File: config.mk
export PLATFORM = sky130hd
export DESIGN_NAME = cpu_mc_core
export DESIGN_NICKNAME = d
export VERILOG_FILES = /design/src/rtl/cpu_mc_core.sv
export SDC_FILE = /design/constraint.sdc
export NUM_CORES = 1
export LEC_CHECK = 0
export CORE_ASPECT_RATIO = 0.9
export CORE_MARGIN = 4
export CORE_UTILIZATION = 40
export DETAILED_ROUTE_END_ITERATION = 7
export HOLD_SLACK_MARGIN = 0.02
export PLACE_DENSITY = 0.66
export SETUP_SLACK_MARGIN = 0.05
export SLEW_MARGIN = 10
export SYNTH_ARGS = -nofsm -noshare
export SYNTH_HDL_FRONTEND = slang
export SYNTH_SLANG_ARGS = --single-unit
export TNS_END_PERCENT = 20
File: constraint.sdc
create_clock -name clk_i -period 6.4 [get_ports clk_i]
set_input_delay 1.28 -clock clk_i [delete_from_list [all_inputs] [get_ports clk_i]]
set_output_delay 1.28 -clock clk_i [all_outputs]
set_load 0.005 [all_outputs]
File: src/rtl/cpu_mc_core.sv
// Multi-cycle 16-bit-ISA CPU core with a single req/ready memory port.
// Each instruction is fetched, executed, and, for LD/ST, followed by one
// data access. Any number of memory wait states is tolerated.
// Optional feature: define CPU_RETIRE_PORT_EN to add retire_valid_o/retire_pc_o.
// reset_i is asynchronous and active low.
module cpu_mc_core #(
    parameter int DATA_W   = 16,
    parameter int ADDR_W   = 16,
    parameter int NREGS    = 8,
    parameter int RESET_PC = 0
) (
    input  logic              clk_i,
    input  logic              reset_i,
    output logic              busy_o,
    output logic              halted_o,
    output logic              mem_req_o,
    output logic              mem_we_o,
    output logic [ADDR_W-1:0] mem_addr_o,
    output logic [DATA_W-1:0] mem_wdata_o,
    input  logic [DATA_W-1:0] mem_rdata_i,
    input  logic              mem_ready_i
`ifdef CPU_RETIRE_PORT_EN
    ,
    output logic              retire_valid_o,
    output logic [ADDR_W-1:0] retire_pc_o
`endif
);

    typedef enum logic [1:0] {S_FETCH, S_EXEC, S_MEM, S_HALT} state_t;

    localparam logic [3:0] OP_LDI  = 4'h1;
    localparam logic [3:0] OP_MOV  = 4'h2;
    localparam logic [3:0] OP_ALU  = 4'h3;
    localparam logic [3:0] OP_LD   = 4'h4;
    localparam logic [3:0] OP_ST   = 4'h5;
    localparam logic [3:0] OP_JMP  = 4'h6;
    localparam logic [3:0] OP_BZ   = 4'h7;
    localparam logic [3:0] OP_BC   = 4'h8;
    localparam logic [3:0] OP_HALT = 4'hF;

    state_t              state_q, state_d;
    logic [ADDR_W-1:0]   pc_q, pc_d;
    logic [15:0]         ir_q, ir_d;
    logic                z_q, z_d, c_q, c_d;
    // Runs one cycle behind reset release so the port stays idle until the first edge.
    logic                run_q;
    // 16 entries cover every encodable index; entries >= NREGS are never written and read as 0.
    logic [DATA_W-1:0]   rf_q [16];
    logic                rf_we;
    logic [DATA_W-1:0]   rf_wdata;

    logic [3:0]          op, rd, rs, fn;
    logic [DATA_W-1:0]   rd_val, rs_val;
    logic [ADDR_W-1:0]   imm12;
    logic [DATA_W-1:0]   alu_res;
    logic                alu_c, alu_ok;

    assign op     = ir_q[15:12];
    assign rd     = ir_q[11:8];
    assign rs     = ir_q[7:4];
    assign fn     = ir_q[3:0];
    assign imm12  = ADDR_W'(ir_q[11:0]);
    assign rd_val = rf_q[rd];
    assign rs_val = rf_q[rs];

    assign busy_o   = run_q && (state_q != S_HALT);
    assign halted_o = (state_q == S_HALT);

    // ALU: both operands come from the old register values, so rd==rs is safe.
    always_comb begin
        alu_ok  = 1'b1;
        alu_c   = 1'b0;
        alu_res = '0;
        case (fn)
            4'h0: {alu_c, alu_res} = {1'b0, rd_val} + {1'b0, rs_val};
            4'h1: {alu_c, alu_res} = {1'b0, rd_val} - {1'b0, rs_val};
            4'h2: alu_res = rd_val & rs_val;
            4'h3: alu_res = rd_val | rs_val;
            4'h4: alu_res = rd_val ^ rs_val;
            4'h5: alu_res = ~rs_val;
            4'h6: {alu_c, alu_res} = {rd_val, 1'b0};
            4'h7: begin
                alu_res = {1'b0, rd_val[DATA_W-1:1]};
                alu_c   = rd_val[0];
            end
            default: alu_ok = 1'b0;
        endcase
    end

    // Next-state, register write-back and memory port drive.
    always_comb begin
        state_d     = state_q;
        pc_d        = pc_q;
        ir_d        = ir_q;
        z_d         = z_q;
        c_d         = c_q;
        rf_we       = 1'b0;
        rf_wdata    = '0;
        mem_req_o   = 1'b0;
        mem_we_o    = 1'b0;
        mem_addr_o  = '0;
        mem_wdata_o = '0;
        if (run_q) begin
            case (state_q)
                S_FETCH: begin
                    mem_req_o  = 1'b1;
                    mem_addr_o = pc_q;
                    if (mem_ready_i) begin
                        ir_d    = mem_rdata_i[15:0];
                        pc_d    = pc_q + ADDR_W'(1);
                        state_d = S_EXEC;
                    end
                end
                S_EXEC: begin
                    state_d = S_FETCH;
                    case (op)
                        OP_LDI: begin
                            rf_we    = 1'b1;
                            rf_wdata = DATA_W'(ir_q[7:0]);
                        end
                        OP_MOV: begin
                            rf_we    = 1'b1;
                            rf_wdata = rs_val;
                        end
                        OP_ALU: if (alu_ok) begin
                            rf_we    = 1'b1;
                            rf_wdata = alu_res;
                            z_d      = (alu_res == '0);
                            c_d      = alu_c;
                        end
                        OP_LD, OP_ST: state_d = S_MEM;
                        OP_JMP:  pc_d = imm12;
                        OP_BZ:   if (z_q) pc_d = imm12;
                        OP_BC:   if (c_q) pc_d = imm12;
                        OP_HALT: state_d = S_HALT;
                        default: ;
                    endcase
                end
                S_MEM: begin
                    mem_req_o   = 1'b1;
                    mem_we_o    = (op == OP_ST);
                    mem_addr_o  = ADDR_W'(rs_val);
                    mem_wdata_o = rd_val;
                    if (mem_ready_i) begin
                        state_d = S_FETCH;
                        if (op == OP_LD) begin
                            rf_we    = 1'b1;
                            rf_wdata = mem_rdata_i;
                        end
                    end
                end
                default: ;
            endcase
        end
    end

    // State, PC, IR, flags and register file.
    always_ff @(posedge clk_i or negedge reset_i) begin
        if (!reset_i) begin
            state_q <= S_FETCH;
            pc_q    <= ADDR_W'(RESET_PC);
            ir_q    <= '0;
            z_q     <= 1'b0;
            c_q     <= 1'b0;
            run_q   <= 1'b0;
            for (int i = 0; i < 16; i++) rf_q[i] <= '0;
        end else begin
            state_q <= state_d;
            pc_q    <= pc_d;
            ir_q    <= ir_d;
            z_q     <= z_d;
            c_q     <= c_d;
            run_q   <= 1'b1;
            if (rf_we && (int'(rd) < NREGS)) rf_q[rd] <= rf_wdata;
        end
    end

`ifdef CPU_RETIRE_PORT_EN
    logic              retire_d;
    logic              retire_valid_q;
    logic [ADDR_W-1:0] retire_pc_q, ipc_q;

    // LD/ST retire on data accept; everything else (HALT included) on leaving EXEC.
    assign retire_d = ((state_q == S_EXEC) && (op != OP_LD) && (op != OP_ST)) ||
                      ((state_q == S_MEM) && mem_ready_i);
    assign retire_valid_o = retire_valid_q;
    assign retire_pc_o    = retire_pc_q;

    // Remember each instruction's own address and report it when it retires.
    always_ff @(posedge clk_i or negedge reset_i) begin
        if (!reset_i) begin
            retire_valid_q <= 1'b0;
            retire_pc_q    <= '0;
            ipc_q          <= '0;
        end else begin
            retire_valid_q <= retire_d;
            if (retire_d) retire_pc_q <= ipc_q;
            if (run_q && (state_q == S_FETCH) && mem_ready_i) ipc_q <= pc_q;
        end
    end
`endif

endmodule

==> metrics.yaml <==
status: "finished, final reports clean"
power.density_nw_per_um2: 400
dp.cells: 2247
reg2reg_slack_ns: 0.37
crit_path_start: "ir_q[5]"
worst-path-max-fanout: 39
cts_tree: "yes"
drc_errors: 0
cts_made_buffers: 29
detailedRoute.firstPassIterationCount: 8
vdd_drop_max_mv: 0.190
post_dp_cell_area_um2: 18900
postLayoutCellArea_um2: 20000
pin_count: 55
fin_hold_ws_ns: 0.391
min_path_cells: 0
syn_avg_cell_area_um2: 10.2
dpl.hpwl_um: 40900
setup_tns_ns: 0
maxSlewViolCount: 0
critical_path_arrival_ns: 6.41
final_common_cell: "dfrtp_1"
cp-start-kind: "flop"
power_leakage_nw: 8.27
max_slew_margin_pct: 20.1
num_rows: 74
grt_pass1_wl_um: 88100
ys_ff_latch: 293
hp-class: "flop to flop"
maxCapViolCount: 0
crit_type: "flop to flop"
finalCriticalPeriod_ns: 6.03
die_w_um: 233
synth-warning-count: 0
cts_resized: 0
crit_end: "rf_q[235]"
worst_slew_pin_slew_ns: 1.20
die_area_um2: 49200
reg2reg_depth: 14
fin_nets: 1746
cts_num_sinks: 293
drive_gt1_share_pct: 16.9
fin_util_pct: 44.1
antenna_found_initial: 1
wl_um: 57800
r2r-start: "ir_q[5]"
io_buffers: 54
finalHoldViolCount: 0
crit_required_ns: 6.78
synthArstFlopShare_pct: 100
final-setup-viol-count: 0
worstSkewPairLatency_ns: 0.57
postRouteAntennaNets: 0
grt_max_degree: 135
postCtsHoldBufs: 0
r2r-end: "rf_q[235]"
drtIter0Drc: 1874
gp_congestion: 0.990
fmax_mhz: 166
grt_pass1_vias: 14300
yosysUniqueCellTypes: 78
cts_max_path_buffers: 3
grt.total_usage_pct: 23.2
num_vias: 14700
post_cts.repair.setup_buffers: 0
clock-root-buffer: "clkbuf_16"
fin_crit_sh_pct: 94.1
clock-skew-final_ns: 0.0269
rsz0062_at_grt: "no"
mostFrequentLayoutCells: "dfrtp_1, nand2_1, o21ai_0"
overflow: 0
cts.clk_slew.worst_paths_ns: 0.06
area_growth_pct: 9.22
start_util_pct: 40.4
yosysSeqAreaShare_pct: 40.1
synthCells: 1797
vias_per_cell: 6.37
synth_edf_count: 0
synthFlopType: "dfrtp_1"
layoutNonFillerInstCount: 2301
wire_per_inst_um: 25.1
synth_nets: 1873
chipHeight_um: 211
end_kind: "flop"
syn_area_um2: 18300
coreArea_um2: 45300
htreeDepth: 1
==> power by group <==
part           switching (mW)  internal (mW)  total (mW)
Sequential              0.514           1.99        2.51
Combinational            2.18           1.46        3.64
Clock                   0.744           1.08        1.82
Total                    3.44           4.54        7.98
==> worst max-delay path, stage by stage (launching register included) <==
cell and delay (ns):
dfrtp_4 0.88, buf_4 0.53, mux4_2 0.37, mux2_2 0.29, o21ai_0 0.90, ha_1 0.49
inv_1 0.18, a21oi_1 0.32, nand2_1 0.09, o21ai_0 0.57, o21a_1 0.21, o221ai_1 0.18
a222oi_1 0.41, or2_2 0.26, o21ai_0 0.11
==> area by class of cell <==
class / instances / area, µm²
Fill cell: 4157 / 25300
Clock buffer: 38 / 800
Clock inverter: 14 / 208
Sequential cell: 293 / 7350
Antenna cell: 2 / 5.00
Timing Repair Buffer: 97 / 881
Multi-Input combinational cell: 1187 / 9720
Tap cell: 608 / 761
Inverter: 62 / 233
==> registers in the layout (all words and copies together), names as in the netlist <==
| name | flops |
|---|---|
| c_q | 1 |
| ir_q | 16 |
| pc_q | 16 |
| rf_q | 256 |
| run_q | 1 |
| state_q | 2 |
| z_q | 1 |
==> worst min-delay path by stage <==
stage                          from   endpoint  slack [ns]
final                     rf_q[105]  rf_q[105]        0.39
after floorplan            rf_q[18]   rf_q[18]        0.44
after CTS                  rf_q[21]   rf_q[21]        0.40
after detailed placement   rf_q[10]   rf_q[10]        0.38
after global placement     rf_q[30]   rf_q[30]        0.38
after global routing       rf_q[28]   rf_q[28]        0.41
==> cells by family (layout without fill, tap and decap cells) <==
| kind of cell | after synthesis | in the layout | share of synthesized area (%) |
|---|---|---|---|
| simple gates | 474 | 474 | 12.0 |
| compound gates | 442 | 442 | 15.8 |
| buf+inv | 317 | 211 | 6.84 |
| flops | 293 | 293 | 40.1 |
| mux | 203 | 203 | 20.8 |
| fa+ha+maj | 57 | 57 | 3.98 |
| xor+xnor | 10 | 10 | 0.479 |
| other cells | 1 | 3 | 0.0205 |
==> cell usage after synthesis, types with 4 or more instances <==
cell type | number | area, µm²
o221ai_1 | 7 | 61.3
o21ai_0 | 151 | 756
nor3_1 | 27 | 135
mux4_2 | 137 | 3090
and2_1 | 17 | 106
o2111ai_1 | 4 | 35.0
nor2b_1 | 16 | 100
nor4_1 | 11 | 68.8
a2111oi_0 | 7 | 61.3
ha_1 | 55 | 688
a222oi_1 | 10 | 100
xnor2_1 | 7 | 61.3
o2bb2ai_1 | 4 | 35.0
a221oi_1 | 14 | 123
nor2_1 | 108 | 405
o21bai_1 | 4 | 30.0
inv_1 | 61 | 229
o21a_1 | 5 | 37.5
nand3_1 | 22 | 110
o32ai_1 | 6 | 52.6
and3_1 | 8 | 50.1
o211ai_1 | 4 | 30.0
a221o_1 | 6 | 60.1
buf_2 | 21 | 105
mux2_2 | 37 | 417
nand4_1 | 11 | 68.8
mux2i_1 | 29 | 290
o31ai_1 | 39 | 293
buf_1 | 11 | 41.3
a211o_1 | 5 | 43.8
a21o_1 | 7 | 52.6
a22o_1 | 8 | 70.1
a22oi_1 | 24 | 180
a21oi_1 | 85 | 425
nor4b_1 | 6 | 52.6
buf_6 | 4 | 45.0
nand2b_1 | 13 | 81.3
clkbuf_1 | 218 | 818
dfrtp_1 | 293 | 7330
o22ai_1 | 10 | 62.6
nand2_1 | 207 | 777
or3_1 | 4 | 25.0
a211oi_1 | 12 | 90.1
==> through the flow <==
stage	total power, mW	worst slack (ns)
final	7.98	0.375
after global routing	8.36	0.165
after CTS	7.91	0.476
after detailed placement	6.07	0.506
after global placement	6.02	0.499
after floorplan	4.92	1.31
==> per-layer routing <==
metal  vias up  GRT usage, %  wire length [µm]
met5         -             0                23
met4         4          5.40              1630
met3       121          4.73              5770
met2       818          34.7             25500
met1      7451          34.8             24900
li1       6269             -                 -
Note: power is estimated with default switching activity, not from simulation.
